$ cat config.mk
export PLATFORM = sky130hd
export DESIGN_NAME = keypad_emulator
export DESIGN_NICKNAME = d
export VERILOG_FILES = /design/src/rtl/keypad_emulator.sv
export SDC_FILE = /design/constraint.sdc
export NUM_CORES = 1
export LEC_CHECK = 0
export CORE_MARGIN = 3
export CORE_UTILIZATION = 60
export CTS_BUF_LIST = sky130_fd_sc_hd__clkbuf_4
export CTS_CLUSTER_DIAMETER = 40
export DETAILED_ROUTE_END_ITERATION = 8
export PLACE_DENSITY = 0.88
export SLEW_MARGIN = 20
export SYNTH_ARGS = -nofsm -noshare
export SYNTH_HDL_FRONTEND = slang
export SYNTH_SLANG_ARGS = --single-unit
$ cat constraint.sdc
create_clock -name clk -period 7.45 [get_ports clk]
set_clock_uncertainty 0.1 [all_clocks]
set_input_delay 1.8625 -clock clk [delete_from_list [all_inputs] [get_ports clk]]
set_output_delay 1.8625 -clock clk [all_outputs]
set_load 0.005 [all_outputs]
$ cat src/rtl/keypad_emulator.sv
// ==== keypad_emulator: 4x4 keypad responder that drives rows for one queued key press (rev 1.0)
// ==== Optional contact-bounce phases compiled in with `define KEYPAD_EMU_BOUNCE_EN
`default_nettype none

module keypad_emulator #(
  parameter int HOLD_WIDTH     = 20,
  parameter int BOUNCE_PERIOD  = 1000,
  parameter int BOUNCE_TOGGLES = 6,
  parameter int GAP_CYCLES     = 2000
) (
  input  logic                  clk,
  input  logic                  reset,
  input  logic [3:0]            keypad_vert,
  output logic [3:0]            keypad_hori,
  input  logic                  cmd_valid,
  input  logic [3:0]            cmd_key,
  input  logic [HOLD_WIDTH-1:0] cmd_hold,
  output logic                  cmd_ready,
  output logic                  busy,
  output logic                  contact,
  output logic                  done
);

  localparam int c_bounce_len = BOUNCE_TOGGLES * BOUNCE_PERIOD;
  localparam int c_w_b        = $clog2(c_bounce_len + 1);
  localparam int c_w_g        = $clog2(GAP_CYCLES + 1);
  localparam int c_cnt_w      = (HOLD_WIDTH > c_w_b) ?
                                ((HOLD_WIDTH > c_w_g) ? HOLD_WIDTH : c_w_g) :
                                ((c_w_b > c_w_g) ? c_w_b : c_w_g);

  localparam logic [c_cnt_w-1:0] c_gap_last = c_cnt_w'(GAP_CYCLES - 1);
  localparam logic               c_gap_one  = (GAP_CYCLES == 1);

`ifdef KEYPAD_EMU_BOUNCE_EN
  localparam int                 c_tick_w      = $clog2(BOUNCE_PERIOD + 1);
  localparam logic [c_tick_w-1:0] c_tick_last  = c_tick_w'(BOUNCE_PERIOD - 1);
  localparam logic [c_cnt_w-1:0] c_bounce_last = c_cnt_w'(c_bounce_len - 1);
  localparam logic               c_bounce_skip = (BOUNCE_TOGGLES == 0);
`endif

  typedef enum logic [2:0] {
    S_IDLE = 3'd0,
    S_BIN  = 3'd1,
    S_HOLD = 3'd2,
    S_BOUT = 3'd3,
    S_GAP  = 3'd4
  } state_t;

  state_t               r_state;
  logic [c_cnt_w-1:0]   r_cnt;
  logic [1:0]           r_row;
  logic [1:0]           r_col;
  logic                 r_contact;
  logic                 r_ready;
  logic                 r_busy;
  logic                 r_done;
  logic [3:0]           r_hori;
`ifdef KEYPAD_EMU_BOUNCE_EN
  logic [c_tick_w-1:0]  r_tick;
  logic [HOLD_WIDTH-1:0] r_hold;
`endif

  logic [3:0]            w_pos;
  logic [HOLD_WIDTH-1:0] w_hold_eff;

  // Position encoded as {row, col} following the physical keypad legend.
  function automatic logic [3:0] key_pos(input logic [3:0] k);
    logic [3:0] p;
    case (k)
      4'h1: p = 4'b00_00;
      4'h2: p = 4'b00_01;
      4'h3: p = 4'b00_10;
      4'hA: p = 4'b00_11;
      4'h4: p = 4'b01_00;
      4'h5: p = 4'b01_01;
      4'h6: p = 4'b01_10;
      4'hB: p = 4'b01_11;
      4'h7: p = 4'b10_00;
      4'h8: p = 4'b10_01;
      4'h9: p = 4'b10_10;
      4'hC: p = 4'b10_11;
      4'hE: p = 4'b11_00;
      4'h0: p = 4'b11_01;
      4'hF: p = 4'b11_10;
      default: p = 4'b11_11;
    endcase
    return p;
  endfunction

  assign w_pos      = key_pos(cmd_key);
  assign w_hold_eff = (cmd_hold == '0) ? HOLD_WIDTH'(1) : cmd_hold;

  always_ff @(posedge clk or negedge reset) begin
    if (!reset) begin
      r_state   <= S_IDLE;
      r_cnt     <= '0;
      r_row     <= 2'd0;
      r_col     <= 2'd0;
      r_contact <= 1'b0;
      r_ready   <= 1'b0;
      r_busy    <= 1'b0;
      r_done    <= 1'b0;
`ifdef KEYPAD_EMU_BOUNCE_EN
      r_tick    <= '0;
      r_hold    <= '0;
`endif
    end else begin
      r_done <= 1'b0;
      case (r_state)
        S_IDLE: begin
          r_ready <= 1'b1;
          if (cmd_valid && r_ready) begin
            r_ready        <= 1'b0;
            r_busy         <= 1'b1;
            r_contact      <= 1'b1;
            {r_row, r_col} <= w_pos;
`ifdef KEYPAD_EMU_BOUNCE_EN
            r_hold <= w_hold_eff;
            r_tick <= c_tick_last;
            if (c_bounce_skip) begin
              r_state <= S_HOLD;
              r_cnt   <= c_cnt_w'(w_hold_eff - 1'b1);
            end else begin
              r_state <= S_BIN;
              r_cnt   <= c_bounce_last;
            end
`else
            r_state <= S_HOLD;
            r_cnt   <= c_cnt_w'(w_hold_eff - 1'b1);
`endif
          end
        end

`ifdef KEYPAD_EMU_BOUNCE_EN
        S_BIN: begin
          if (r_cnt == '0) begin
            r_state   <= S_HOLD;
            r_cnt     <= c_cnt_w'(r_hold - 1'b1);
            r_contact <= 1'b1;
          end else begin
            r_cnt <= r_cnt - 1'b1;
            if (r_tick == '0) begin
              r_tick    <= c_tick_last;
              r_contact <= ~r_contact;
            end else begin
              r_tick <= r_tick - 1'b1;
            end
          end
        end
`endif

        S_HOLD: begin
          if (r_cnt == '0) begin
            r_contact <= 1'b0;
`ifdef KEYPAD_EMU_BOUNCE_EN
            if (c_bounce_skip) begin
              r_state <= S_GAP;
              r_cnt   <= c_gap_last;
              r_done  <= c_gap_one;
            end else begin
              r_state <= S_BOUT;
              r_cnt   <= c_bounce_last;
              r_tick  <= c_tick_last;
            end
`else
            r_state <= S_GAP;
            r_cnt   <= c_gap_last;
            r_done  <= c_gap_one;
`endif
          end else begin
            r_cnt <= r_cnt - 1'b1;
          end
        end

`ifdef KEYPAD_EMU_BOUNCE_EN
        S_BOUT: begin
          if (r_cnt == '0) begin
            r_state   <= S_GAP;
            r_cnt     <= c_gap_last;
            r_contact <= 1'b0;
            r_done    <= c_gap_one;
          end else begin
            r_cnt <= r_cnt - 1'b1;
            if (r_tick == '0) begin
              r_tick    <= c_tick_last;
              r_contact <= ~r_contact;
            end else begin
              r_tick <= r_tick - 1'b1;
            end
          end
        end
`endif

        S_GAP: begin
          // done is raised one edge early so it coincides with the final gap cycle.
          if (r_cnt == '0) begin
            r_state <= S_IDLE;
            r_busy  <= 1'b0;
            r_ready <= 1'b1;
          end else begin
            r_cnt  <= r_cnt - 1'b1;
            r_done <= (r_cnt == c_cnt_w'(1));
          end
        end

        default: begin
          r_state   <= S_IDLE;
          r_contact <= 1'b0;
          r_busy    <= 1'b0;
          r_ready   <= 1'b0;
        end
      endcase
    end
  end

  always_ff @(posedge clk or negedge reset) begin
    if (!reset) begin
      r_hori <= 4'hF;
    end else begin
      r_hori <= 4'hF;
      if (r_contact && !keypad_vert[r_col]) begin
        r_hori[r_row] <= 1'b0;
      end
    end
  end

  assign keypad_hori = r_hori;
  assign cmd_ready   = r_ready;
  assign busy        = r_busy;
  assign contact     = r_contact;
  assign done        = r_done;

endmodule

`default_nettype wire
==> metrics.cfg <==
[clock_network]
numCtsBuffers = 5
cts_hold_buf = 0
cts_resized = 0
cts_tree = done
h-tree-depth = 2
clkSinkCount = 34
clk_latency_ps = 360
clk_path_buf_depth = 2
post-cts-setup-buffers = 0
cts-root-buf = clkbuf_4
path_clk_slew_ps = 100

[timing]
hold_viol_final = 0
rsz0062_at_grt = false
finalSetupViolations = 0
finalCritPeriodShare_pct = 63.8
holdWs_ps = 364
timing.fmax_mhz = 210
min_period_ps = 4760
tns_ps = 0
tightest_slew_ps = 885
slew_headroom_pct = 41.0
slew_viol_final = 0

[worst_setup_path]
crit_start = cmd_hold[18]
path_class = primary input to flip-flop
cp.required_ps = 7590
r2r_end = r_cnt[14]
timing.rr.start = r_cnt[14]
arrival_ps = 4890
r2r.worst_path.cells = 5
crit_path_end = r_cnt[6]
start_kind = primary input
ff2ff_setup_slack_ps = 4440
crit_fanout = 6
endpoint_kind = flip-flop

[global_routing]
antenna_found_initial = 0
grt_pass1_vias = 2366
grt_first_pass_wirelength_um = 11000
gr-total-overflow = 0
grt_usage_pct = 27.1
grt_max_degree = 35

[power_and_ir_drop]
p_per_area_nw_per_um2 = 323
p_leak_nw = 1.14
total_power_uw = 954
vdd_drop_max_uv = 250

[synth]
synth_edf_count = 0
ys_ff_latch = 34
synth_top_area_share_pct = 30.0
netlist_instances = 304
syn_avg_cell_area_um2 = 8.23
ys_seq_area_share_pct = 34.2
yosys_warnings = 0
synth_cell_types = 54
synth_top_area_cell = dfrtp_1
synth_most_common_cell = o21ai_0
synth_area_um2 = 2500
synth-main-ff-cell = dfrtp_1
synth_top_cells_by_count = o21ai_0 (37), dfrtp_1 (30), nor2_1 (30), nand2_1 (26), a21oi_1 (25)
syn-num-nets = 342
synthArstFlopShare_pct = 100
synth_area_leaders = dfrtp_1 (30%), o21ai_0 (7.4%), a21oi_1 (5.0%)

[layout]
seqCellArea_um2 = 856
diodes = 0
fin_nets = 380
utilization_pct = 77.3
drive_gt1_share_pct = 9.33
fillers = 294
synthToLayoutAreaGrowth_pct = 18.2
multi_input_area_um2 = 1540

[die]
die_width_um = 70.6
core_um2 = 3830
initial_core_util_pct = 65.4
die_y_um = 70.6
die_area_um2 = 4980
row_count = 22
ioPinCount = 39

[route]
vias_per_cell = 6.41
drc_errors = 0
vias = 2505
drt_iter0_drc = 271
avgRoutedWirePerCell_um = 16.6
wl_um = 6480
firstDrtPassIters = 7
detail-route-antenna-nets = 0

[job]
cap_viol_max_count = 0

[placed_design]
io_buffers = 38
place.gp.congestion = 0.903
dpl.hpwl_um = 4760

[outcome]
status = finished, final reports clean

[worst_hold_path]
hold_path_class = flip-flop to flip-flop

-- kinds of logic after synthesis --
group / Yosys count / synth area share, %
buffers and inverters: 20 / 4.25
muxes: 2 / 1.30
DFF: 34 / 34.2
AOI/OAI and AO/OA: 101 / 25.3
xor gates and xnor gates: 14 / 4.90
adders and majority gates: 7 / 3.50
and+or+nand+nor: 126 / 26.6
-- layout make-up --
| type | instances | area share, % |
|---|---|---|
| clock buffer | 8 | 2.03 |
| inverter | 10 | 1.27 |
| multi-input combinational | 250 | 52.1 |
| sequential | 34 | 28.9 |
| tap | 48 | 2.03 |
| timing repair buffer | 41 | 13.6 |
-- per-stage QoR --
| step | cells | setup slack (ps) | instance area, µm² |
|---|---|---|---|
| 6_report | 391 | 2690 | 2960 |
| 5_1_grt | 391 | 2470 | 2960 |
| 4_1_cts | 391 | 2700 | 2960 |
| 3_5_place_dp | 383 | 2350 | 2900 |
| 3_3_place_gp | 383 | 2480 | 2900 |
| 2_1_floorplan | 304 | 3210 | 2500 |
-- critical path, cell delays in order --
cell	delay [ps]
clkdlybuf4s50_1	480
or4_1	560
nor3_1	530
and2_1	260
a21oi_1	100
ha_1	210
nand2b_1	160
or3_1	150
nor2_1	50
xnor2_1	190
o32ai_1	130
a22o_1	200
-- sequential cells by signal, indices dropped and copies added (netlist names) --
| register | cells |
|---|---|
| r_state | 2 |
| busy | 1 |
| done | 1 |
| r_col | 2 |
| cmd_ready | 1 |
| r_row | 2 |
| r_cnt | 20 |
| contact | 1 |
| keypad_hori | 4 |
-- power by group --
part           leakage (nW)  internal (mW)  switching (mW)
combinational         0.681          0.207           0.285
clock                0.0368         0.0485          0.0636
sequential            0.420          0.263          0.0868
-- worst min path at each step --
stage / from / endpoint / slack (ps) / cells after the start
global route: r_row[1] / keypad_hori[2] / 420 / 1
detailed placement: r_row[0] / keypad_hori[1] / 350 / 1
CTS: r_row[0] / keypad_hori[1] / 370 / 1
finish: r_row[0] / keypad_hori[1] / 360 / 1
floorplan: r_row[0] / keypad_hori[1] / 330 / 1
global placement: r_row[0] / keypad_hori[1] / 360 / 1
-- cell usage in the layout, fill, tap and decap left out, drive strengths merged, types with 4 or more instances in the layout --
| cell | instances |
|---|---|
| a21oi | 25 |
| a22o | 4 |
| a31oi | 7 |
| clkbuf | 8 |
| clkdlybuf4s50 | 38 |
| dfrtp | 30 |
| dfstp | 4 |
| ha | 7 |
| inv | 10 |
| nand2 | 26 |
| nand2b | 6 |
| nand3 | 8 |
| nor2 | 31 |
| nor3 | 15 |
| nor4 | 8 |
| o21ai | 38 |
| o22ai | 4 |
| or3 | 11 |
| or4 | 10 |
| xnor2 | 8 |
| xor2 | 6 |
-- routing by layer --
layer	routed length (µm)	global-route usage [%]	up-vias
li1	-	-	1207
met1	2710	37.0	1137
met2	2950	42.7	126
met3	541	4.69	35
met4	280	11.3	0
met5	0	0	-
Note: power is estimated with default switching activity, not from simulation.
